**config.mk**
```make
export PLATFORM = sky130hd
export DESIGN_NAME = regfile_operand_fetch_flat
export DESIGN_NICKNAME = d
export VERILOG_FILES = /design/src/rtl/regfile_operand_fetch_if.sv /design/src/rtl/regfile_operand_fetch.sv /design/src/flat_wrapper.sv
export SDC_FILE = /design/constraint.sdc
export NUM_CORES = 1
export LEC_CHECK = 0
export BUFFER_PORTS_ARGS = -buffer_cell sky130_fd_sc_hd__buf_2
export CORE_AREA = 2 2 124 126
export DETAILED_ROUTE_END_ITERATION = 10
export DIE_AREA = 0 0 126 128
export GPL_ROUTABILITY_DRIVEN = 0
export PLACE_DENSITY = 0.74
export SYNTH_ARGS = -nofsm -noshare
export SYNTH_HDL_FRONTEND = slang
export SYNTH_SLANG_ARGS = --single-unit
```
**constraint.sdc**
```tcl
create_clock -name clock -period 4.5 [get_ports clock]
set_clock_uncertainty 0.1 [all_clocks]
set_input_delay 0.675 -clock clock [delete_from_list [all_inputs] [get_ports clock]]
set_output_delay 0.675 -clock clock [all_outputs]
set_load 0.02 [all_outputs]
```
**src/rtl/regfile_operand_fetch_if.sv**
```systemverilog
// Signal bundle for the operand-fetch stage: the decode, writeback, register-file and execute sides.
// The master modport is the fetch stage. The slave modport is its surroundings.
interface regfile_operand_fetch_if #(
  parameter int DATA_W = 32,
  parameter int ADDR_W = 5,
  parameter int CTRL_W = 8
);
  logic              id_valid;
  logic              id_ready;
  logic [ADDR_W-1:0] id_rs1;
  logic [ADDR_W-1:0] id_rs2;
  logic [ADDR_W-1:0] id_rd;
  logic [CTRL_W-1:0] id_ctrl;

  logic              wb_valid;
  logic [ADDR_W-1:0] wb_rd;
  logic [DATA_W-1:0] wb_data;

  logic              rf_enable;
  logic              rf_read_write;
  logic [ADDR_W-1:0] rf_rs1;
  logic [ADDR_W-1:0] rf_rs2;
  logic [ADDR_W-1:0] rf_rd;
  logic [DATA_W-1:0] rf_din;
  logic [DATA_W-1:0] rf_a;
  logic [DATA_W-1:0] rf_b;

  logic              op_valid;
  logic              op_ready;
  logic [DATA_W-1:0] op_a;
  logic [DATA_W-1:0] op_b;
  logic [ADDR_W-1:0] op_rd;
  logic [CTRL_W-1:0] op_ctrl;

  modport master (
    input  id_valid, id_rs1, id_rs2, id_rd, id_ctrl,
    output id_ready,
    input  wb_valid, wb_rd, wb_data,
    output rf_enable, rf_read_write, rf_rs1, rf_rs2, rf_rd, rf_din,
    input  rf_a, rf_b,
    output op_valid, op_a, op_b, op_rd, op_ctrl,
    input  op_ready
  );

  modport slave (
    output id_valid, id_rs1, id_rs2, id_rd, id_ctrl,
    input  id_ready,
    output wb_valid, wb_rd, wb_data,
    input  rf_enable, rf_read_write, rf_rs1, rf_rs2, rf_rd, rf_din,
    output rf_a, rf_b,
    input  op_valid, op_a, op_b, op_rd, op_ctrl,
    output op_ready
  );
endinterface

```
**src/rtl/regfile_operand_fetch.sv**
```systemverilog
// Operand-fetch stage: issues register-file reads and writeback writes, and forwards writeback data.
// It presents the operands to execute on a valid/ready handshake.
//
// state   | meaning
// IDLE    | waiting for decode; a writeback that cycle blocks the read
// CAPTURE | register file output valid; load operands with forwarding
// OUT     | operands presented to execute; late writebacks still forwarded
module regfile_operand_fetch #(
  parameter int DATA_W = 32,
  parameter int ADDR_W = 5,
  parameter int CTRL_W = 8
) (
  input  logic clock,
  input  logic reset,
  regfile_operand_fetch_if.master bus
);

  typedef enum logic [1:0] {IDLE, CAPTURE, OUT} state_t;

  state_t            state;
  logic [ADDR_W-1:0] rs1_q;
  logic [ADDR_W-1:0] rs2_q;
  logic [ADDR_W-1:0] rd_q;
  logic [CTRL_W-1:0] ctrl_q;
  logic              op_valid_q;
  logic [DATA_W-1:0] op_a_q;
  logic [DATA_W-1:0] op_b_q;
  logic [ADDR_W-1:0] op_rd_q;
  logic [CTRL_W-1:0] op_ctrl_q;

  logic wb_write;
  logic id_ready_c;
  logic accept;

  assign wb_write   = bus.wb_valid && (bus.wb_rd != '0);
  assign id_ready_c = (state == IDLE) && !bus.wb_valid;
  assign accept     = bus.id_valid && id_ready_c;

  assign bus.id_ready      = id_ready_c;
  assign bus.rf_enable     = wb_write || accept;
  assign bus.rf_read_write = wb_write;
  assign bus.rf_rs1        = accept ? bus.id_rs1 : '0;
  assign bus.rf_rs2        = accept ? bus.id_rs2 : '0;
  assign bus.rf_rd         = wb_write ? bus.wb_rd : '0;
  assign bus.rf_din        = wb_write ? bus.wb_data : '0;

  assign bus.op_valid = op_valid_q;
  assign bus.op_a     = op_a_q;
  assign bus.op_b     = op_b_q;
  assign bus.op_rd    = op_rd_q;
  assign bus.op_ctrl  = op_ctrl_q;

  // x0 reads as zero regardless of the register file or any writeback.
  function automatic logic [DATA_W-1:0] pick_operand(
    input logic [ADDR_W-1:0] idx,
    input logic              wb_v,
    input logic [ADDR_W-1:0] wb_idx,
    input logic [DATA_W-1:0] wb_val,
    input logic [DATA_W-1:0] rf_val
  );
    if (idx == '0)
      return '0;
    else if (wb_v && (wb_idx == idx))
      return wb_val;
    else
      return rf_val;
  endfunction

  always_ff @(posedge clock or negedge reset) begin
    if (!reset) begin
      state      <= IDLE;
      rs1_q      <= '0;
      rs2_q      <= '0;
      rd_q       <= '0;
      ctrl_q     <= '0;
      op_valid_q <= 1'b0;
      op_a_q     <= '0;
      op_b_q     <= '0;
      op_rd_q    <= '0;
      op_ctrl_q  <= '0;
    end else begin
      case (state)
        IDLE: begin
          if (accept) begin
            rs1_q  <= bus.id_rs1;
            rs2_q  <= bus.id_rs2;
            rd_q   <= bus.id_rd;
            ctrl_q <= bus.id_ctrl;
            state  <= CAPTURE;
          end
        end
        CAPTURE: begin
          op_a_q     <= pick_operand(rs1_q, bus.wb_valid, bus.wb_rd, bus.wb_data, bus.rf_a);
          op_b_q     <= pick_operand(rs2_q, bus.wb_valid, bus.wb_rd, bus.wb_data, bus.rf_b);
          op_rd_q    <= rd_q;
          op_ctrl_q  <= ctrl_q;
          op_valid_q <= 1'b1;
          state      <= OUT;
        end
        OUT: begin
          // Youngest writeback wins while execute is stalled.
          if (wb_write && (bus.wb_rd == rs1_q))
            op_a_q <= bus.wb_data;
          if (wb_write && (bus.wb_rd == rs2_q))
            op_b_q <= bus.wb_data;
          if (bus.op_ready) begin
            op_valid_q <= 1'b0;
            state      <= IDLE;
          end
        end
        default: state <= IDLE;
      endcase
    end
  end

endmodule

```
**src/flat_wrapper.sv**
```systemverilog
// flat-port wrapper written by rule: the top's interface ports become plain ports
module regfile_operand_fetch_flat 
#(
  parameter int DATA_W = 32,
  parameter int ADDR_W = 5,
  parameter int CTRL_W = 8
)
  (clock, reset, bus_id_valid, bus_id_rs1, bus_id_rs2, bus_id_rd, bus_id_ctrl, bus_id_ready, bus_wb_valid, bus_wb_rd, bus_wb_data, bus_rf_enable, bus_rf_read_write, bus_rf_rs1, bus_rf_rs2, bus_rf_rd, bus_rf_din, bus_rf_a, bus_rf_b, bus_op_valid, bus_op_a, bus_op_b, bus_op_rd, bus_op_ctrl, bus_op_ready);
  regfile_operand_fetch_if #(.DATA_W(DATA_W), .ADDR_W(ADDR_W), .CTRL_W(CTRL_W)) bus_i ();
  input  logic clock;
  input  logic reset;
  input wire logic [$bits(bus_i.id_valid)-1:0] bus_id_valid;
  input wire logic [$bits(bus_i.id_rs1)-1:0] bus_id_rs1;
  input wire logic [$bits(bus_i.id_rs2)-1:0] bus_id_rs2;
  input wire logic [$bits(bus_i.id_rd)-1:0] bus_id_rd;
  input wire logic [$bits(bus_i.id_ctrl)-1:0] bus_id_ctrl;
  output wire logic [$bits(bus_i.id_ready)-1:0] bus_id_ready;
  input wire logic [$bits(bus_i.wb_valid)-1:0] bus_wb_valid;
  input wire logic [$bits(bus_i.wb_rd)-1:0] bus_wb_rd;
  input wire logic [$bits(bus_i.wb_data)-1:0] bus_wb_data;
  output wire logic [$bits(bus_i.rf_enable)-1:0] bus_rf_enable;
  output wire logic [$bits(bus_i.rf_read_write)-1:0] bus_rf_read_write;
  output wire logic [$bits(bus_i.rf_rs1)-1:0] bus_rf_rs1;
  output wire logic [$bits(bus_i.rf_rs2)-1:0] bus_rf_rs2;
  output wire logic [$bits(bus_i.rf_rd)-1:0] bus_rf_rd;
  output wire logic [$bits(bus_i.rf_din)-1:0] bus_rf_din;
  input wire logic [$bits(bus_i.rf_a)-1:0] bus_rf_a;
  input wire logic [$bits(bus_i.rf_b)-1:0] bus_rf_b;
  output wire logic [$bits(bus_i.op_valid)-1:0] bus_op_valid;
  output wire logic [$bits(bus_i.op_a)-1:0] bus_op_a;
  output wire logic [$bits(bus_i.op_b)-1:0] bus_op_b;
  output wire logic [$bits(bus_i.op_rd)-1:0] bus_op_rd;
  output wire logic [$bits(bus_i.op_ctrl)-1:0] bus_op_ctrl;
  input wire logic [$bits(bus_i.op_ready)-1:0] bus_op_ready;
  assign bus_i.id_valid = bus_id_valid;
  assign bus_i.id_rs1 = bus_id_rs1;
  assign bus_i.id_rs2 = bus_id_rs2;
  assign bus_i.id_rd = bus_id_rd;
  assign bus_i.id_ctrl = bus_id_ctrl;
  assign bus_id_ready = bus_i.id_ready;
  assign bus_i.wb_valid = bus_wb_valid;
  assign bus_i.wb_rd = bus_wb_rd;
  assign bus_i.wb_data = bus_wb_data;
  assign bus_rf_enable = bus_i.rf_enable;
  assign bus_rf_read_write = bus_i.rf_read_write;
  assign bus_rf_rs1 = bus_i.rf_rs1;
  assign bus_rf_rs2 = bus_i.rf_rs2;
  assign bus_rf_rd = bus_i.rf_rd;
  assign bus_rf_din = bus_i.rf_din;
  assign bus_i.rf_a = bus_rf_a;
  assign bus_i.rf_b = bus_rf_b;
  assign bus_op_valid = bus_i.op_valid;
  assign bus_op_a = bus_i.op_a;
  assign bus_op_b = bus_i.op_b;
  assign bus_op_rd = bus_i.op_rd;
  assign bus_op_ctrl = bus_i.op_ctrl;
  assign bus_i.op_ready = bus_op_ready;
  regfile_operand_fetch #(.DATA_W(DATA_W), .ADDR_W(ADDR_W), .CTRL_W(CTRL_W)) u_core (.clock(clock), .reset(reset), .bus(bus_i));
endmodule
```
==> results by group, run 1 <==
Setup path
  – Capture instance of the worst register-to-register path: u_core.bus.op_b[11]
  – End point of the critical path: bus_rf_enable
  – CP endpoint kind: output port
  – Type of the worst setup path: input pin to output port
  – Worst path most repeated cell: sky130_fd_sc_hd__buf_2
  – Launching element of the worst setup path: bus_wb_rd[2]
  – R2r setup slk: 1.83 ns
  – Delay of the slowest cell on the worst path: roughly 0.56 ns
  – Max Fanout on Critical Path: 19
  – Source of the worst register-to-register timing path: u_core.rs2_q[1]
  – Cell chain of the critical path: buf_2, or4_4, nor2_2, buf_4, nor2_1, or2_2, buf_2
  – Worst path arrival time: 2.48 ns
  – R2r worst-path depth: 5
  – Critical-path top delay cell: sky130_fd_sc_hd__or4_4
  – Category of cells accounting for the largest share of critical-path delay: simple AND/OR/NAND/NOR gates
  – CP startpoint kind: input pin
  – Required time at the endpoint of the critical path: 3.72 ns
  – Number of gates on the worst path with buffers counted: 7
  – Critical path buffers and inverters: 3

Synth
  – Most repeated cell in the gate-level netlist after synthesis: sky130_fd_sc_hd__dfrtp_1
  – Cell Area, Synth: ~6500 um2
  – Most frequent cells after synthesis: 103 x sky130_fd_sc_hd__dfrtp_1, 75 x sky130_fd_sc_hd__clkbuf_1, 64 x sky130_fd_sc_hd__o311ai_0, 60 x sky130_fd_sc_hd__a221oi_1
  – Synth async-reset ratio: 100%
  – Cell count after synthesis: 638
  – Commonest register cell after synthesis: sky130_fd_sc_hd__dfrtp_1
  – Leading post-synthesis cells by cell area: sky130_fd_sc_hd__dfrtp_1 40%, sky130_fd_sc_hd__o311ai_0 8.6%, sky130_fd_sc_hd__a221oi_1 8.1%
  – Number of warning messages in the yosys log: 0
  – Net count after synthesis: approximately 770
  – Leading area contributor after synthesis: sky130_fd_sc_hd__dfrtp_1
  – Fraction of the yosys area taken by sequential cells: 39.5%
  – Number of enable-type register cells in the synthesized netlist: 0
  – Flops & latches, synth: 103
  – Area share of the leading cell type in the synthesized netlist: 39.5%
  – Average cell area after synthesis: 10.2 um2
  – Unique cell type count in the Yosys netlist: 37

Clocking
  – Maximum root-to-sink buffer count: 2
  – Deepest level of the CTS H-tree: 3
  – CTS tree: built
  – Clock root cell: sky130_fd_sc_hd__clkbuf_16
  – Setup repair bufs after CTS: 0
  – Latest clock arrival within the worst-skew pair: about 0.35 ns
  – Num Clock Sinks: 103
  – Count of hold-fix buffers inserted at cts: 0
  – Clock slew seen by the registers of the worst setup and hold paths: 0.08 ns
  – Post_cts resized: 0
  – TritonCTS Buffers: 9

Timing
  – Fin crit share: around 72%
  – Final setup vio count: 0
  – RSZ-0062 raised after global routing: no
  – Final min period: ~3.3 ns
  – Fin worst setup slack: 1.25 ns
  – Max_slew headroom: 28.7%
  – Slew at the pin closest to its max-slew limit: 1.07 ns
  – Maximum clock frequency: 307 MHz
  – Number of pins with negative max-slew slack in the final report: 0
  – Final hold viol count: 0
  – Setup Total Neg Slack: 0 ns

Route
  – Number of nets still failing antenna checks after routing: 0
  – Residual DRC: 0
  – Length of the first detailed-routing pass in iterations: 5
  – Initial detailed-routing violation count: 735
  – Wire length per cell: 24.4 um
  – Via count normalized by instance count: 6.68
  – Final wirelength: 24900 um
  – Total via count after detailed routing: about 6800

Floorplan
  – Row count: 45
  – Floorplan core area: 14900 um2
  – Number of top-level pins: 257
  – Area of the die: 16100 um2
  – Die height: 128 um
  – Starting utilization of the core area: between 40% and 50%
  – Die W: 126 um

Place
  – Cell area after placement: roughly 7800 um2
  – Cell total after placement: 1005
  – HPWL reported at the end of detailed placement: around 17000 um
  – Post-Place Setup Slack: between 1 and 1.5 ns
  – Port buffer count: 256

Cells and area
  – Synthesis-to-layout area growth: 24.0%
  – Layout cell share with drive strength beyond 1: 47.6%
  – Post-route non-filler standard cell count: 1021
  – Net count reported at finish: approximately 960
  – Post-route design area: between 8000 and 9000 um2

Flow run
  – Maxcap violations: 0

GRT
  – Residual overflow from global routing: 0
  – Vias in the first global route: 6394
  – Total routing resource utilization after global routing: around 30%
  – Initial antenna violation count: 2
  – First-pass GRT wire length: 37500 um
  – Maximum number of pins on one net before global-route repair: 64

Power
  – Pwr Density: 541 nW/um2
  – Worst voltage drop across the vdd grid: 315 uV
  – Share of power burned in combinational logic: 47.3%
  – Net Switching: 1.91 mW
  – Leakage Power: 3.76 nW
  – Sw Share: 43.7%
  – Part of the total power dissipated in the clock network: 18.4%
  – Internal power component: around 2.5 mW
  – Seq pwr share: around a third

Hold path
  – Kind of path behind the tightest hold check: input pin to asynchronous set/reset pin

Run status
  – Outcome: finished clean
-- routing by layer --
| metal | track usage [%] | vias to the layer above | routed length, um |
|---|---|---|---|
| li1 | - | 2971 | - |
| met1 | 39.5 | 3361 | 9990 |
| met2 | 47.6 | 432 | 11800 |
| met3 | 5.72 | 58 | 2250 |
| met4 | 12.5 | 2 | 845 |
| met5 | 0 | - | 13 |
-- power groups by stage --
stage	logic, mW	clock network [mW]	registers [mW]
final	2.07	0.804	1.50
after global routing	2.20	0.850	1.55
after CTS	2.06	0.814	1.50
after detailed placement	2.06	0	1.51
after global placement	2.03	0	1.51
after floorplan	0.974	0	1.85
-- cells by family (layout without fill, tap and decap cells) --
logic type / count (synthesis) / in the layout / synth area share [%]
AOI/OAI and AO/OA: 236 / 236 / 33.8
other: 0 / 1 / 0
muxes: 36 / 36 / 6.22
buffers and inverters: 115 / 309 / 7.31
and+or+nand+nor: 138 / 138 / 11.8
DFF: 103 / 103 / 39.5
xor gates and xnor gates: 10 / 10 / 1.34
-- per-stage QoR --
stage,util (%),power (mW),hold slack (ns)
floorplan,-,2.82,0.279
detailed placement,52.4,3.57,0.389
finish,54.4,4.38,0.345
CTS,54.4,4.37,0.362
global placement,52.4,3.54,0.383
global route,54.4,4.59,0.415
-- layout by cell type (no fill, tap or decap), drive strengths merged, types with 2 or more instances in the layout --
cell	synthesis	routed
o31a	4	4
inv	22	22
nor2	21	21
a22oi	2	2
clkinv	0	2
nor3	35	35
nand2b	9	9
nand3	2	2
clkbuf	75	12
o311ai	64	64
or4	3	3
a221oi	60	60
o311a	2	2
xnor2	10	10
and2	32	32
o31ai	36	36
nand2	6	6
o41ai	26	26
mux2	36	36
buf	18	272
o211ai	3	3
dfrtp	103	103
o21ai	2	2
nor4	12	12
and3	14	14
and4b	2	2
a31o	36	36
-- worst min path at each step --
stage	start	to	slack, ns	cells after the start
floorplan	reset	u_core.bus.op_a[0]	0.28	0
global placement	u_core.bus.op_ctrl[5]	u_core.bus.op_ctrl[5]	0.38	1
detailed placement	u_core.bus.op_ctrl[7]	u_core.bus.op_ctrl[7]	0.39	1
CTS	reset	u_core.bus.op_a[17]	0.36	1
global route	reset	u_core.bus.op_a[11]	0.42	1
finish	reset	u_core.bus.op_b[14]	0.34	1
-- sequential cells by signal, summed over array words and instances, names as in the netlist --
name                 flops
u_core.rs1_q             5
u_core.rs2_q             5
u_core.rd_q              5
u_core.bus.op_a         32
u_core.bus.op_ctrl       8
u_core.bus.op_valid      1
u_core.state             2
u_core.ctrl_q            8
u_core.bus.op_b         32
u_core.bus.op_rd         5
-- final cells by class --
cell class | instances | area (um2)
well taps | 188 | 235
diodes | 1 | 2.50
clock inverters | 3 | 43.8
fillers | 1368 | 6780
inverters | 22 | 82.6
clock buffers | 12 | 246
repair buffers | 272 | 1400
flip-flops and latches | 103 | 2580
multi-input cells | 420 | 3500
Note: power is estimated with default switching activity, not from simulation.
==> inputs of run 2 (changes only) <==
--- a/config.mk
+++ b/config.mk
@@ -10,7 +10,7 @@
 export DETAILED_ROUTE_END_ITERATION = 10
 export DIE_AREA = 0 0 126 128
 export GPL_ROUTABILITY_DRIVEN = 0
-export PLACE_DENSITY = 0.74
+export PLACE_DENSITY = 0.77
 export SYNTH_ARGS = -nofsm -noshare
 export SYNTH_HDL_FRONTEND = slang
 export SYNTH_SLANG_ARGS = --single-unit
==> constraint.sdc (replaced) <==
create_clock -name clock -period 2.94 [get_ports clock]
set_clock_uncertainty 0.1 [all_clocks]
set_input_delay 0.441 -clock clock [delete_from_list [all_inputs] [get_ports clock]]
set_output_delay 0.441 -clock clock [all_outputs]
set_load 0.02 [all_outputs]
==> results by group, run 2 (same netlist as run 1, synthesis figures left out) <==
GRT
  – Maximum number of pins on one net before global-route repair: 67 (+4.7%)
  – Vias in the first global route: 6596 (+3.2%)
  – Initial antenna violation count: 0 (-2)
  – First-pass GRT wire length: 38400 um (+2.2%)
  – Total routing resource utilization after global routing: 30.6% (+0.90 points)
  – Residual overflow from global routing: 0 (unchanged)

Floorplan
  – Die height: 128 um (unchanged)
  – Die W: 126 um (unchanged)
  – Starting utilization of the core area: 43.9% (unchanged)
  – Area of the die: 16100 um2 (unchanged)
  – Row count: 45 (unchanged)
  – Floorplan core area: 14900 um2 (unchanged)
  – Number of top-level pins: 257 (unchanged)

Place
  – Post-Place Setup Slack: 0.376 ns (-0.872 ns)
  – HPWL reported at the end of detailed placement: 17700 um (+5.3%)
  – Cell area after placement: 7900 um2 (+1.3%)
  – Port buffer count: 256 (unchanged)
  – Cell total after placement: 1015 (+1.0%)

Route
  – Initial detailed-routing violation count: 841 (+14%)
  – Total via count after detailed routing: 6820 (-0.059%)
  – Final wirelength: 25000 um (+0.52%)
  – Length of the first detailed-routing pass in iterations: 6 (+1)
  – Via count normalized by instance count: 6.60 (-1.2%)
  – Wire length per cell: 24.2 um (-0.65%)
  – Residual DRC: 0 (unchanged)
  – Number of nets still failing antenna checks after routing: 0 (unchanged)

Setup path
  – Required time at the endpoint of the critical path: 2.40 ns (-1.32 ns)
  – Type of the worst setup path: input pin to output port
  – Max Fanout on Critical Path: 16 (-3)
  – R2r worst-path depth: 5 (unchanged)
  – Worst path arrival time: 2.01 ns (-0.47 ns)
  – CP endpoint kind: output port
  – CP startpoint kind: input pin

Power
  – Leakage Power: 3.81 nW (+1.4%)
  – Worst voltage drop across the vdd grid: 501 uV (+59%)
  – Total Power: 6.67 mW (+52%)
  – Pwr Density: 815 nW/um2 (+50%)

Timing
  – Final setup vio count: 0 (unchanged)
  – RSZ-0062 raised after global routing: no
  – Fin crit share: between 80% and 90%
  – Slew at the pin closest to its max-slew limit: 0.923 ns (-0.146 ns)
  – Max_slew headroom: 38.2% (+9.5 points)
  – Fin worst setup slack: 0.388 ns (-0.857 ns)
  – Final min period: 2.55 ns
  – Setup Total Neg Slack: 0 ns (unchanged)
  – Maximum clock frequency: 392 MHz
  – Number of pins with negative max-slew slack in the final report: 0 (unchanged)
  – Worst hold slack after final layout: 0.193 ns (-0.152 ns)
  – Final hold viol count: 0 (unchanged)

Cells and area
  – Post-route non-filler standard cell count: 1033 (+1.2%)
  – Commonest cells after routing, fill and taps aside: 255 x sky130_fd_sc_hd__buf_2, 103 x sky130_fd_sc_hd__dfrtp_1, 64 x sky130_fd_sc_hd__o311ai_0
  – Multi-input gate area: 3500 um2 (unchanged)
  – Synthesis-to-layout area growth: 25.6%
  – Net count reported at finish: 968 (+1.1%)
  – Layout cell share with drive strength beyond 1: 48.3% (+0.75 points)
  – Final design utilization: 55.1% (+0.68 points)
  – Post-route design area: 8190 um2 (+1.3%)
  – Storage element area: 2580 um2 (unchanged)
  – Filler cells: 1355 (-0.95%)
  – Most common cell after layout, fill and taps aside: sky130_fd_sc_hd__buf_2

Hold path
  – Kind of path behind the tightest hold check: input pin to register
  – Worst hold path depth: 2

Clocking
  – Clock root cell: sky130_fd_sc_hd__clkbuf_16
  – Clock slew seen by the registers of the worst setup and hold paths: 0.07 ns (about the same)
  – Setup repair bufs after CTS: 0 (unchanged)
  – CTS tree: built
  – Count of hold-fix buffers inserted at cts: 1 (+1)
  – Deepest level of the CTS H-tree: 3 (unchanged)
  – Maximum root-to-sink buffer count: 2 (unchanged)
  – Post_cts resized: 0 (unchanged)
  – Latest clock arrival within the worst-skew pair: 0.36 ns (about the same)
  – TritonCTS Buffers: 9 (unchanged)
  – Num Clock Sinks: 103 (unchanged)

Run status
  – Outcome: finished clean

Flow run
  – Maxcap violations: 0 (unchanged)
-- run 2: cell type report --
| type | instances | share of cell area (%) |
|---|---|---|
| repair buffers | 283 | 18.5 |
| well taps | 188 | 2.87 |
| clock inverters | 6 | 0.642 |
| inverters | 22 | 1.01 |
| clock buffers | 10 | 2.80 |
| diodes | 1 | 0.0306 |
| flip-flops and latches | 103 | 31.5 |
| multi-input cells | 420 | 42.7 |
-- run 2: metal layers --
| layer | track usage, % | vias up | share of wire [%] |
|---|---|---|---|
| met5 | 0 | - | 0 |
| met4 | 11.8 | 0 | 3.6 |
| met3 | 6.55 | 64 | 9.6 |
| met2 | 50.6 | 443 | 47 |
| met1 | 39.3 | 3310 | 39 |
| li1 | - | 3003 | - |
-- run 2: final timing paths --
kind | endpoint | start | slack [ns]
worst max-delay path | bus_rf_enable | bus_wb_rd[2] | 0.39
worst min-delay path | u_core.state[1] | bus_op_ready | 0.19
worst max register to register | u_core.bus.op_a[5] | u_core.state[0] | 0.65
worst min register to register | u_core.ctrl_q[3] | u_core.ctrl_q[3] | 0.41
max in group asynchronous | u_core.state[0] | reset | 1.46
min in group asynchronous | u_core.bus.op_a[23] | reset | 0.52
-- run 2: where the power goes --
group	total, mW	switching, mW	internal (mW)	leakage [nW]
Combinational	3.17	2.01	1.16	2.42
Sequential	2.31	0.338	1.97	1.26
Clock	1.20	0.606	0.590	0.132
Total	6.67	2.96	3.71	3.81
-- run 2: worst max-delay path, cell delays in order --
cell                     delay, ns
sky130_fd_sc_hd__buf_2        0.13
sky130_fd_sc_hd__or4_4        0.57
sky130_fd_sc_hd__nor2_2       0.14
sky130_fd_sc_hd__nor2_1       0.22
sky130_fd_sc_hd__or2_2        0.35
sky130_fd_sc_hd__buf_2        0.16
==> inputs of run 3 (changes only) <==
--- a/config.mk
+++ b/config.mk
@@ -11,6 +11,7 @@
 export DIE_AREA = 0 0 126 128
 export GPL_ROUTABILITY_DRIVEN = 0
 export PLACE_DENSITY = 0.77
+export REMOVE_ABC_BUFFERS = 1
 export SYNTH_ARGS = -nofsm -noshare
 export SYNTH_HDL_FRONTEND = slang
 export SYNTH_SLANG_ARGS = --single-unit
==> results by group, run 3 (same netlist as run 1, synthesis figures left out) <==
Setup path
  – Type of the worst setup path: input pin to output port
  – CP startpoint kind: input pin
  – Delay of the slowest cell on the worst path: 0.87 ns (+0.30 ns)
  – Max Fanout on Critical Path: 16 (unchanged)
  – Launching element of the worst setup path: bus_wb_rd[3]
  – Critical path buffers and inverters: 2 (unchanged)
  – Category of cells accounting for the largest share of critical-path delay: simple AND/OR/NAND/NOR gates
  – Cell chain of the critical path: buf_2, or4_4, nor2_2, nor2_1, and2_1, buf_2
  – Worst path most repeated cell: sky130_fd_sc_hd__buf_2
  – Source of the worst register-to-register timing path: u_core.state[0]
  – Worst path arrival time: 2.07 ns (+0.06 ns)
  – CP endpoint kind: output port
  – Required time at the endpoint of the critical path: 2.40 ns (about the same)
  – Critical-path top delay cell: sky130_fd_sc_hd__nor2_1

Route
  – Met2 Wirelength: 10400 um (-13%)
  – Number of nets still failing antenna checks after routing: 0 (unchanged)
  – Top layer in use: met4
  – Residual DRC: 0 (unchanged)
  – Met1 layer wirelength in the final routing: 9180 um (-7.0%)
  – Length of the first detailed-routing pass in iterations: 5 (-1)
  – Total met3 wirelength after detailed routing: 2250 um (-6.6%)
  – Final wirelength: 22300 um (-11%)
  – Wire length per cell: 21.5 um (-11%)
  – Via count normalized by instance count: 6.49 (-1.7%)
  – Initial detailed-routing violation count: 585 (-30%)
  – Total via count after detailed routing: 6720 (-1.5%)

Clocking
  – Clock root cell: sky130_fd_sc_hd__clkbuf_16
  – Deepest level of the CTS H-tree: 3 (unchanged)
  – CTS tree: built
  – TritonCTS Buffers: 9 (unchanged)
  – Maximum root-to-sink buffer count: 2 (unchanged)
  – Latest clock arrival within the worst-skew pair: 0.36 ns (about the same)
  – Setup repair bufs after CTS: 0 (unchanged)
  – Num Clock Sinks: 103 (unchanged)
  – Post_cts resized: 0 (unchanged)
  – Clock slew seen by the registers of the worst setup and hold paths: 0.08 ns (about the same)

Power
  – Part of the total power dissipated in the clock network: 19.2% (+1.3 points)
  – Net Switching: 2.93 mW (-1.1%)
  – Seq pwr share: 33.8% (-0.8 points)
  – Internal power component: 3.82 mW (+2.9%)
  – Share of power burned in combinational logic: 47.0% (-0.5 points)
  – Sw Share: 43.4% (-0.96 points)
  – Total Power: 6.75 mW (+1.1%)
  – Worst voltage drop across the vdd grid: 517 uV (+3.3%)
  – Pwr Density: 817 nW/um2 (+0.27%)
  – Leakage Power: 3.86 nW (+1.2%)

Floorplan
  – Row count: 45 (unchanged)
  – Number of top-level pins: 257 (unchanged)
  – Floorplan core area: 14900 um2 (unchanged)
  – Starting utilization of the core area: 43.9% (unchanged)
  – Die height: 128 um (unchanged)
  – Area of the die: 16100 um2 (unchanged)
  – Die W: 126 um (unchanged)

Cells and area
  – # diodes: 0 (-1)
  – Net count reported at finish: 971 (+0.31%)
  – Synthesis-to-layout area growth: 26.7%
  – Commonest cells after routing, fill and taps aside: 255 x sky130_fd_sc_hd__buf_2, 103 x sky130_fd_sc_hd__dfrtp_1, 64 x sky130_fd_sc_hd__o311ai_0
  – Post-route design area: 8260 um2 (+0.86%)
  – Filler cells: 1333 (-1.6%)
  – Most common cell after layout, fill and taps aside: sky130_fd_sc_hd__buf_2
  – Layout cell share with drive strength beyond 1: 48.9% (+0.54 points)

Timing
  – RSZ-0062 raised after global routing: no
  – Fin worst setup slack: 0.331 ns (-0.0568 ns)
  – Fin crit share: 88.7% (+1.9 points)
  – Max_slew headroom: 22.0% (-16 points)
  – Maximum clock frequency: 383 MHz (-2.2%)
  – Final setup vio count: 0 (unchanged)
  – Slew at the pin closest to its max-slew limit: 1.17 ns (+0.243 ns)
  – Final hold viol count: 0 (unchanged)
  – Number of pins with negative max-slew slack in the final report: 0 (unchanged)
  – Final min period: 2.61 ns (+0.0568 ns)

Run status
  – Outcome: finished clean

Flow run
  – Maxcap violations: 0 (unchanged)

GRT
  – First-pass GRT wire length: 35300 um (-8.1%)
  – Total routing resource utilization after global routing: 27.3% (-3.2 points)
  – Vias in the first global route: 6496 (-1.5%)
  – Maximum number of pins on one net before global-route repair: 52 (-22%)
  – Initial antenna violation count: 0 (unchanged)
  – Residual overflow from global routing: 0 (unchanged)

Hold path
  – Kind of path behind the tightest hold check: input pin to register
  – Worst Hold Launch: bus_op_ready

Place
  – HPWL reported at the end of detailed placement: 15000 um (-15%)
  – Cell area after placement: 7940 um2 (+0.51%)
  – Post-Place Setup Slack: 0.360 ns (-0.0160 ns)
  – Port buffer count: 256 (unchanged)
## run 3: changes by cell type in the layout (fill, tap and decap cells not counted), sizes merged
cell / delta
clkinvlp: -2
inv: +1
diode: -1
buf: +3
clkinv: +1
bufinv: +1
clkbuf: -1
## run 3: power groups by stage
stage | sequential, mW | combinational (mW) | clock [mW]
after global placement | 2.29 | 3.10 | 0
after floorplan | 2.83 | 1.37 | 0
after detailed placement | 2.30 | 3.15 | 0
final | 2.28 | 3.17 | 1.30
after CTS | 2.28 | 3.16 | 1.31
after global routing | 2.35 | 3.41 | 1.37
## run 3: per-layer routing
layer	up-vias	track usage (%)
met2	442	44.4
met3	43	7.05
li1	3002	-
met1	3233	36.1
met5	-	0
met4	0	8.34
## run 3: layout make-up
class,count,area [um2],area share (%)
Inverter,22,82.6,1.00
Tap cell,188,235,2.85
Timing Repair Buffer,286,1550,18.8
Clock inverter,7,88.8,1.08
Multi-Input combinational cell,420,3500,42.4
Clock buffer,9,225,2.73
Sequential cell,103,2580,31.2
## run 3: what timing repair did
action | 4_1_cts | 5_1_grt
hold endpoints to repair | 36 | 0
endpoints found under the setup margin | 0 | 0
hold buffers | 1 | 0
## run 3: per-stage QoR
step                util, %  std cells  hold WS [ns]  setup TNS (ns)
finish                 55.6       1035         0.200               0
CTS                    55.6       1035         0.192               0
global route           55.6       1035         0.204               0
detailed placement     53.4       1018         0.349               0
floorplan                 -        545        0.0454          -39.57
global placement       53.4       1018         0.350               0
## run 3: path summary, 6_finish.rpt
check	to	slack [ns]	cells past startpoint
worst max-delay path	bus_rf_din[25]	0.33	6
worst min-delay path	u_core.state[1]	0.20	2
worst max register to register	u_core.bus.op_a[25]	0.61	4
worst min register to register	u_core.rd_q[1]	0.40	1
max in group asynchronous	u_core.bus.op_b[10]	1.44	3
min in group asynchronous	u_core.ctrl_q[4]	0.50	2
## run 3: worst reg2reg max path, cell delays in order (launching register included)
cell	delay (ns)
sky130_fd_sc_hd__dfrtp_1	0.44
sky130_fd_sc_hd__and2b_2	0.52
sky130_fd_sc_hd__o211ai_4	0.18
sky130_fd_sc_hd__o31a_4	0.57
sky130_fd_sc_hd__o41ai_2	0.43
